**config.mk**
```make
export PLATFORM = sky130hd
export DESIGN_NAME = crtc_mode_loader
export DESIGN_NICKNAME = d
export VERILOG_FILES = /design/src/rtl/crtc_mode_pkg.sv /design/src/rtl/crtc_mode_rom.sv /design/src/rtl/crtc_mode_loader.sv
export SDC_FILE = /design/constraint.sdc
export NUM_CORES = 1
export LEC_CHECK = 0
export ABC_AREA = 1
export CAP_MARGIN = 40
export CORE_MARGIN = 2
export CORE_UTILIZATION = 51
export DETAILED_ROUTE_END_ITERATION = 6
export PLACE_DENSITY = 0.86
export SLEW_MARGIN = 25
export SYNTH_ARGS = -nofsm -noshare
export SYNTH_HDL_FRONTEND = slang
export SYNTH_SLANG_ARGS = --single-unit
```
**constraint.sdc**
```tcl
create_clock -name clk -period 1.6 [get_ports clk]
set_input_delay 0.24 -clock clk [delete_from_list [all_inputs] [get_ports clk]]
set_output_delay 0.24 -clock clk [all_outputs]
set_load 0.005 [all_outputs]
```
**src/rtl/crtc_mode_pkg.sv**
```systemverilog
// Shared types, register order and mode timing table for the CRTC mode loader.
package crtc_mode_pkg;
   localparam int NUM_LOAD_REGS   = 13;
   localparam int NUM_TABLE_MODES = 4;

   typedef enum logic [2:0] {
      S_IDLE, S_ADDR, S_DATA, S_GAP, S_RESTORE, S_DONE
   } state_e;

   typedef struct packed {
      logic       cs;
      logic       a0;
      logic       write;
      logic       read;
      logic [7:0] bus;
   } crtc_req_t;

   // R8 (interlace) is deliberately left to the host.
   localparam logic [3:0] REG_ORDER [NUM_LOAD_REGS] = '{
      4'd0, 4'd1, 4'd2, 4'd3, 4'd4, 4'd5, 4'd6, 4'd7, 4'd9, 4'd10, 4'd11, 4'd12, 4'd13
   };

   localparam logic [7:0] MODE_TABLE [NUM_TABLE_MODES][NUM_LOAD_REGS] = '{
      '{8'd97,  8'd80, 8'd82, 8'd15, 8'd25,  8'd6, 8'd25,  8'd25,  8'd13, 8'd11, 8'd12, 8'd0, 8'd0},
      '{8'd56,  8'd40, 8'd45, 8'd10, 8'd31,  8'd6, 8'd25,  8'd28,  8'd7,  8'd6,  8'd7,  8'd0, 8'd0},
      '{8'd113, 8'd80, 8'd90, 8'd10, 8'd31,  8'd6, 8'd25,  8'd28,  8'd7,  8'd6,  8'd7,  8'd0, 8'd0},
      '{8'd56,  8'd40, 8'd45, 8'd10, 8'd127, 8'd6, 8'd100, 8'd112, 8'd1,  8'd6,  8'd7,  8'd0, 8'd0}
   };

   function automatic logic [3:0] reg_of(input logic [3:0] idx);
      return (int'(idx) < NUM_LOAD_REGS) ? REG_ORDER[idx] : 4'd0;
   endfunction
endpackage

```
**src/rtl/crtc_mode_rom.sv**
```systemverilog
// Mode table lookup: value written to the CRTC for load entry idx of a mode.
module crtc_mode_rom
   import crtc_mode_pkg::*;
#(
   parameter int MW = 2
) (
   input  logic [MW-1:0] mode,
   input  logic [3:0]    idx,
   output logic [7:0]    value
);

   // Start addresses (R12/R13) always load as zero.
   always_comb begin
      value = 8'd0;
      if (int'(mode) < NUM_TABLE_MODES && int'(idx) < NUM_LOAD_REGS - 2)
         value = MODE_TABLE[mode][idx];
   end

endmodule

```
**src/rtl/crtc_mode_loader.sv**
```systemverilog
// Programs CRTC timing registers from the mode table, muxing with host ISA traffic
// and restoring the host-selected address register when finished.
module crtc_mode_loader
   import crtc_mode_pkg::*;
#(
   parameter int GAP_CYCLES = 1,
   parameter int NUM_MODES  = 4,
   localparam int MW        = (NUM_MODES > 1) ? $clog2(NUM_MODES) : 1
) (
   input  logic          clk,
   input  logic          reset_n,
   input  logic          start,
   input  logic [MW-1:0] mode_sel,
   input  logic          host_cs,
   input  logic          host_a0,
   input  logic          host_write,
   input  logic          host_read,
   input  logic [7:0]    host_bus,
   input  logic          host_lock,
   output logic          host_wait,
   output logic          crtc_cs,
   output logic          crtc_a0,
   output logic          crtc_write,
   output logic          crtc_read,
   output logic [7:0]    crtc_bus,
   output logic          crtc_lock,
   output logic          busy,
   output logic          done
);

   state_e          state_q, state_d;
   logic [3:0]      idx_q;
   logic [2:0]      gap_cnt_q;
   logic [4:0]      shadow_q;
   logic            pending_q;
   logic [MW-1:0]   mode_q;
   logic [7:0]      rom_val;
   logic            last_entry;
   logic            gap_end;
   crtc_req_t       req;

   crtc_mode_rom #(.MW(MW)) u_rom (
      .mode  (mode_q),
      .idx   (idx_q),
      .value (rom_val)
   );

   assign last_entry = (idx_q == 4'(NUM_LOAD_REGS - 1));
   assign gap_end    = (int'(gap_cnt_q) == GAP_CYCLES - 1);

   always_ff @(posedge clk or negedge reset_n) begin
      if (!reset_n) begin
         state_q   <= S_IDLE;
         idx_q     <= '0;
         gap_cnt_q <= '0;
         shadow_q  <= '0;
         pending_q <= 1'b0;
         mode_q    <= '0;
      end else begin
         state_q <= state_d;
         unique case (state_q)
            S_IDLE: begin
               if (start) begin
                  pending_q <= 1'b1;
                  mode_q    <= mode_sel;
               end
               if (host_cs && host_write && !host_a0)
                  shadow_q <= host_bus[4:0];
            end
            S_DATA: begin
               gap_cnt_q <= '0;
               if (GAP_CYCLES == 0) idx_q <= idx_q + 4'd1;
            end
            S_GAP: begin
               if (gap_end) idx_q <= idx_q + 4'd1;
               else         gap_cnt_q <= gap_cnt_q + 3'd1;
            end
            S_DONE: begin
               idx_q     <= '0;
               pending_q <= 1'b0;
            end
            default: ;
         endcase
      end
   end

   // A host access in the acceptance cycle is passed through; the load follows next cycle.
   always_comb begin
      state_d   = state_q;
      req       = '0;
      crtc_lock = 1'b0;
      unique case (state_q)
         S_IDLE: begin
            req       = '{cs: host_cs, a0: host_a0, write: host_write, read: host_read, bus: host_bus};
            crtc_lock = host_lock;
            if ((pending_q || start) && !host_cs) state_d = S_ADDR;
         end
         S_ADDR: begin
            req     = '{cs: 1'b1, a0: 1'b0, write: 1'b1, read: 1'b0, bus: {4'b0, reg_of(idx_q)}};
            state_d = S_DATA;
         end
         S_DATA: begin
            req = '{cs: 1'b1, a0: 1'b1, write: 1'b1, read: 1'b0, bus: rom_val};
            if (GAP_CYCLES != 0) state_d = S_GAP;
            else                 state_d = last_entry ? S_RESTORE : S_ADDR;
         end
         S_GAP: begin
            if (gap_end) state_d = last_entry ? S_RESTORE : S_ADDR;
         end
         S_RESTORE: begin
            req     = '{cs: 1'b1, a0: 1'b0, write: 1'b1, read: 1'b0, bus: {3'b0, shadow_q}};
            state_d = S_DONE;
         end
         S_DONE:  state_d = S_IDLE;
         default: state_d = S_IDLE;
      endcase
   end

   assign crtc_cs    = req.cs;
   assign crtc_a0    = req.a0;
   assign crtc_write = req.write;
   assign crtc_read  = req.read;
   assign crtc_bus   = req.bus;
   assign busy       = (state_q != S_IDLE);
   assign host_wait  = busy;
   assign done       = (state_q == S_DONE);

endmodule
```
==> results of run 1 <==
## how the worst min path moves through the flow
stage / endpoint / slack (ns) / cells past startpoint
floorplan: gap_cnt_q[0] / -0.06 / 0
global placement: shadow_q[2] / 0.48 / 2
detailed placement: shadow_q[0] / 0.49 / 2
CTS: gap_cnt_q[0] / 0.27 / 2
global route: pending_q / 0.30 / 2
finish: pending_q / 0.27 / 2
## registers in the layout, summed over array words and instances (netlist names)
register	flops
mode_q	2
state_q	3
idx_q	4
gap_cnt_q	3
pending_q	1
shadow_q	5
## layout make-up
class / instances / area (sq um)
multi-input combinational: 175 / 1250
timing repair buffer: 108 / 900
sequential: 18 / 452
fill: 83 / 168
inverter: 32 / 143
tap: 33 / 41.3
clock buffer: 3 / 22.5
## power groups by stage
stage | Clock, W | Sequential [W] | Combinational, W
after floorplan | 0 | 0.000652 | 0.00125
after global placement | 0 | 0.000661 | 0.00237
after detailed placement | 0 | 0.000671 | 0.00243
after CTS | 0.000234 | 0.000658 | 0.00324
after global routing | 0.000261 | 0.000694 | 0.00431
final | 0.000249 | 0.000685 | 0.00419
## metrics by stage
stage / worst slack [ns] / std cells / util, % / TNS, ns / power, W
2_1_floorplan: 0.140 / 230 / - / 0 / 0.00190
3_3_place_gp: -0.382 / 332 / 73.8 / -3.12 / 0.00303
3_5_place_dp: -0.407 / 332 / 73.8 / -3.62 / 0.00310
4_1_cts: -0.290 / 360 / 87.6 / -2.94 / 0.00413
5_1_grt: -0.677 / 369 / 94.4 / -5.78 / 0.00526
6_report: -0.591 / 369 / 94.4 / -5.09 / 0.00513
## kinds of logic after synthesis
logic type / count (synthesis)
AND/OR/NAND/NOR: 120
AO/OA/AOI/OAI: 43
XOR/XNOR: 1
adder cells (fa/ha/maj): 10
flip-flops: 18
buffers and inverters: 38
## layer usage
metal  up-vias  GRT usage (%)  routed length, um
li1        963              -                  -
met1      1113           43.2               2950
met2       274           68.1               3960
met3        95           7.64                958
met4         0           24.4                708
met5         -              0                  0
## cell usage after synthesis
cell	count
dfrtp_1	18
and3_1	1
and2_4	1
nand2_2	3
nor3_2	1
nor2_2	6
inv_2	5
buf_6	1
and2_1	1
buf_2	4
nor3b_2	1
nand4_4	1
o21ai_2	3
nor2_4	1
inv_1	26
a22oi_1	2
inv_4	1
nor2b_1	1
buf_4	1
ha_1	10
nor2_1	19
o21ai_0	13
xor2_1	1
nand2_4	1
a211oi_1	1
a21oi_1	9
nand2_1	56
nand4_1	1
nor3_1	2
o22ai_1	2
o21ai_1	13
nand3_1	24
## repair_timing
action / in CTS / in global routing
hold buffers: 0 / 0
endpoints found under the setup margin: 16 / 27
pin swaps: 24 / 14
buffers inserted: 28 / 10
resized for setup: 142 / 40
cloned: 0 / 1
==> flow_summary.ini, run 1 <==
[synthesis]
ys_seq_elements = 18
synth_warnings = 0
synth_top_family_by_area = simple AND/OR/NAND/NOR gates
synth-simple-area-share_pct = 36.6
syn_inst = 230
synth_cell_type_count = 32
yosys-mux-area-fraction_pct = 0
synth_area_per_cell_sq_um = 6.74
yosysTopAreaCell = dfrtp_1
synth_compound_area_share_pct = 15.3
synthTopCellsByArea = dfrtp_1 (29%), nand2_1 (14%), ha_1 (8.1%)
synth.cell_area_sq_mm = 0.00155
synth.net_count = 258
yosysTopAreaCellShare_pct = 29.1
synthXorXnorAreaFrac_pct = 0.565
synthAdderAreaFrac_pct = 8.07
synth-seq-area-share_pct = 29.1

[final_layout]
layout_common_cells = buf_4 (53), nand2_1 (46), buf_6 (21)
finalNetCount = 366
post-route-cell-area_sq_mm = 0.00281
syn2layout_area_growth_pct = 81.3
drive_gt1_share_pct = 52.7
final_common_cell = buf_4
antenna_cells = 0

[setup_path]
path_delay_family = simple AND/OR/NAND/NOR gates
path_cells = buf_6 > inv_6 > ha_4 > nor2_2 > nor2_2 > nand2_1 > o21ai_2 > a21oi_2 > nand2_1 > buf_2
cp_num_cells = 10
cp_data_arrival_time_ns = 1.95
ff2ff_path_depth = 8
cp.required_ns = 1.36
slowest_delay_ns = 0.46
endpoint_kind = primary output
cp_num_buf_inv = 3
rrSetupSlack_ns = -0.08
worstReg2RegStart = state_q[0]
crit_end = crtc_bus[2]
r2r-end = idx_q[3]
slowest_stage = dfrtp_1
cp_max_fo = 4
critPathLaunchType = flip-flop
critical_path_class = reg2out
crit_start = idx_q[1]

[global_route]
grt_pass1_vias = 2186
grt_pass1_wl_um = 10200
grt_util_all_layers_pct = 39.0
grt_overflow_total = 0
antenna_found_initial = 0
grt_max_degree = 19

[power]
share_seq_of_total_power_pct = 13.4
p_per_area_mw_per_mm2 = 1820
p_leak_nw = 1.36
vdd_drop_max_mv = 1.14
power.switching_w = 0.00255
switching_share_pct = 49.7
p_int_w = 0.00258
combPwrFrac_pct = 81.8
pwr-share-clk_pct = 4.9

[sta]
whs_ns = 0.274
fmax_mhz = 456
max_slew_margin_pct = 79.0
hold_viol_final = 0
post-route-period-util_pct = 137
setup_violations = 14
grt_setup_unrepaired = yes
worst_pin_slew_ns = 0.314
finalCriticalPeriod_ns = 2.19
finClkSkew_ns = 0.0120
setup_ws_ns = -0.591
slew_viol_final = 0

[floorplan]
rows = 20
fp.dieArea_sq_mm = 0.00350
die_x_um = 59.1
fp.dieH_um = 59.1
initial_core_util_pct = 52.1
coreArea_sq_mm = 0.00298
io_pins = 34

[place]
placed_area_sq_mm = 0.00220
io_buffer_count = 33
hpwl_um = 3500
gp_congestion = 0.988

[route]
vias = 2445
vias_per_cell = 6.63
drt-pass1-iter-count = 6
drtIter0Drc = 542
wl_per_cell_um = 23.2
ant_nets = 0
drcViolationCount = 0
routed_wirelength_um = 8570

[cts]
clk_latency_ns = 0.30
clock-root-buffer = clkbuf_4
numCtsBuffers = 3
clockBufferDepth = 2
clock-sinks = 18
cts-htree-levels = 1
tritoncts = built
path_clk_slew_ns = 0.13

[run_status]
status = finished with violations
violations = setup timing

[min_path]
min_path_type = in2async

[run]
maxCapViolCount = 0
Power figures use the tool's default switching activity.
==> inputs of run 2 (changes only) <==
--- a/config.mk
+++ b/config.mk
@@ -7,7 +7,7 @@
 export LEC_CHECK = 0
 export ABC_AREA = 1
 export CAP_MARGIN = 40
-export CORE_MARGIN = 2
+export CORE_MARGIN = 1.5
 export CORE_UTILIZATION = 51
 export DETAILED_ROUTE_END_ITERATION = 6
 export PLACE_DENSITY = 0.86
==> run 2 against run 1 <==
The flow now stops in global routing. Synthesized area unchanged. Synthesized cell count unchanged.
==> flow_summary.ini, run 2 <==
[sta]
worst_endpoint = crtc_bus[2]
worstEndpointType = top-level output

[synthesis]
yosysTopAreaCellShare_pct = 29.1
syn_inst = 230
synth_top_family_by_area = simple AND/OR/NAND/NOR gates
synthTopCellsByArea = dfrtp_1 (29%), nand2_1 (14%), ha_1 (8.1%)
synth_warnings = 0
synth_edf_count = 0
synthAdderAreaFrac_pct = 8.07
synth-seq-area-share_pct = 29.1
synth_common_cells = nand2_1 (56), inv_1 (26), nand3_1 (24)
synthXorXnorAreaFrac_pct = 0.565
synth_area_per_cell_sq_um = 6.74
synth_ff_type = dfrtp_1
synth_most_common_cell = nand2_1
synth-simple-area-share_pct = 36.6
synth.net_count = 258
yosys-mux-area-fraction_pct = 0
yosysTopAreaCell = dfrtp_1
synth_compound_area_share_pct = 15.3
synth-async-reset-ratio_pct = 100
ys_seq_elements = 18
synth.cell_area_sq_mm = 0.00155
synth_cell_type_count = 32

[place]
place_ws_ns = -0.418
io_buffer_count = 33
gp_congestion = 0.951
placedCellCount = 334
hpwl_um = 3570
placed_area_sq_mm = 0.00223

[run_status]
status = stopped before the end
haltStage = global routing
error = [ERROR DPL-0038] Utilization greater than 100%, impossible to legalize

[global_route]
grt_max_degree = 19

[floorplan]
io_pins = 34
fp.dieH_um = 58.1
die_x_um = 58.1
rows = 19
initial_core_util_pct = 54.8

[cts]
clockBufferDepth = 2
holdBufCountCts = 0
cts-htree-levels = 1
numCtsBuffers = 3
clock-sinks = 18
clock-root-buffer = clkbuf_4
run 2: cell counts after synthesis:
Identical to the previous run, type by type.
run 2: logic make-up after synthesis:
group                    after synthesis
buffers and inverters                 38
AND/OR/NAND/NOR                      120
AO/OA/AOI/OAI                         43
adder cells (fa/ha/maj)               10
XOR/XNOR                               1
flip-flops                            18
run 2: metrics by stage:
stage | utilization (%) | hold slack, ns
CTS | 91.5 | 0.241
floorplan | - | -0.0556
detailed placement | 78.7 | 0.478
global placement | 78.7 | 0.471
run 2: repair_timing:
action | CTS
gates resized for setup | 134
pin swaps | 27
endpoints found under the setup margin | 16
setup buffers | 23
==> inputs of run 3 (changes only) <==
--- a/config.mk
+++ b/config.mk
@@ -8,9 +8,9 @@
 export ABC_AREA = 1
 export CAP_MARGIN = 40
 export CORE_MARGIN = 1.5
-export CORE_UTILIZATION = 51
+export CORE_UTILIZATION = 40
 export DETAILED_ROUTE_END_ITERATION = 6
-export PLACE_DENSITY = 0.86
+export PLACE_DENSITY_LB_ADDON = 0.15
 export SLEW_MARGIN = 25
 export SYNTH_ARGS = -nofsm -noshare
 export SYNTH_HDL_FRONTEND = slang
==> run 3 against run 2 <==
The flow now finishes, with violations (setup timing).
==> flow_summary.ini, run 3 (synthesized netlist as in run 1, its figures left out) <==
[cts]
path_clk_slew_ns = 0.07
numCtsBuffers = 3
cts-htree-levels = 1
clock-root-buffer = clkbuf_8
holdBufCountCts = 0
tritoncts = built
clk_latency_ns = 0.26
clockBufferDepth = 2
clock-sinks = 18

[final_layout]
syn2layout_area_growth_pct = 72.7
stdcell_count = 377
layout_common_cells = buf_4 (53), nand2_1 (46), nand3_1 (21)
multi_input_area_sq_mm = 0.00116
reg_top3 = shadow_q: 5 flops, idx_q: 4 flops
top_register = shadow_q
seq_area_sq_um = 454
drive_gt1_share_pct = 48.0
finalNetCount = 358
largest_reg_flops = 5
final_common_cell = buf_4
antenna_cells = 0
fillerInstances = 275

[sta]
post-route-period-util_pct = 120
slew_viol_final = 0
finClkSkew_ns = 0.00230
setup_ws_ns = -0.318
setup_tns_ns = -1.73
fmax_mhz = 522
max_slew_margin_pct = 82.3
finalCriticalPeriod_ns = 1.92
setup_violations = 9
whs_ns = 0.316
grt_setup_unrepaired = yes
worst_pin_slew_ns = 0.265
hold_viol_final = 0

[route]
drcViolationCount = 0
vias = 1936
ant_nets = 0
met3_length_um = 242
drt-pass1-iter-count = 4
routed.top_layer = met4
vias_per_cell = 5.14
drtIter0Drc = 212
wl_per_cell_um = 14.4
dr_wl_met2_um = 2720
routed_wirelength_um = 5440
drt-met1-wl_um = 2260

[power]
p_leak_nw = 1.30
vdd_drop_max_mv = 0.918
finalPower_w = 0.00450
p_per_area_mw_per_mm2 = 1680

[run_status]
violations = setup timing
status = finished with violations

[floorplan]
coreArea_sq_mm = 0.00369
die_x_um = 65.3
initial_core_util_pct = 42.0
io_pins = 34
rows = 22
fp.dieH_um = 65.3
fp.dieArea_sq_mm = 0.00426

[global_route]
grt_util_all_layers_pct = 26.0
grt_overflow_total = 0
grt_max_degree = 19
antenna_found_initial = 0
grt_pass1_vias = 1927
grt_pass1_wl_um = 8600

[setup_path]
endpoint_kind = primary output
cp.required_ns = 1.36
critical_path_class = reg2out
critPathLaunchType = flip-flop
cp_max_fo = 6
cp_data_arrival_time_ns = 1.68

[place]
gp_congestion = 0.883
io_buffer_count = 33
placedCellCount = 354
hpwl_um = 3340

[min_path]
min_path_type = in2async

[run]
maxCapViolCount = 0
run 3: path summary, 6_finish.rpt:
kind                       startpoint           end  slack, ns  depth (start not counted)
setup reg to reg           state_q[2]   shadow_q[0]       0.10                          8
hold reg to reg             pending_q     pending_q       0.49                          2
hold / removal                reset_n  gap_cnt_q[2]       0.32                          2
setup / recovery            mode_q[0]   crtc_bus[1]      -0.32                          9
max in group asynchronous     reset_n    state_q[2]       1.06                          2
min in group clk            pending_q     pending_q       0.49                          2
run 3: worst max-delay path, stage by stage, from the launching register on:
cell	delay, ns
dfrtp_2	0.42
clkinv_4	0.11
ha_4	0.20
buf_6	0.12
o21ai_4	0.16
nand3_1	0.10
nand2_1	0.08
nand2_1	0.05
nand3_1	0.07
buf_2	0.11
run 3: through the flow:
stage	setup slack [ns]	instance area, sq um	util [%]
final	-0.318	2680	72.6
after global routing	-0.429	2680	72.6
after CTS	-0.246	2570	69.7
after detailed placement	-0.410	2270	61.5
after global placement	-0.371	2270	61.5
after floorplan	0.140	1550	-
run 3: what timing repair did:
item                       in CTS  in global routing
buffers inserted               15                  4
cloned                          1                  0
setup endpoints to repair      16                 13
resized for setup             113                 32
pin swaps                      30                 19
run 3: area by class of cell:
class | count | share of cell area, %
Multi-Input combinational cell | 175 | 43.2
Clock buffer | 4 | 2.06
Tap cell | 48 | 2.24
Sequential cell | 18 | 17.0
Inverter | 32 | 5.05
Timing Repair Buffer | 100 | 30.5
run 3: power breakdown:
| part | switching (W) | internal, W | leakage (nW) |
|---|---|---|---|
| logic | 0.00171 | 0.00172 | 1.05 |
| registers | 0.000122 | 0.000568 | 0.226 |
| clock network | 0.000159 | 0.000219 | 0.0288 |
run 3: routing by layer:
metal / vias to the layer above / track usage (%)
met1: 895 / 31.3
li1: 945 / -
met3: 26 / 2.23
met5: - / 0
met4: 0 / 13.0
met2: 70 / 46.3
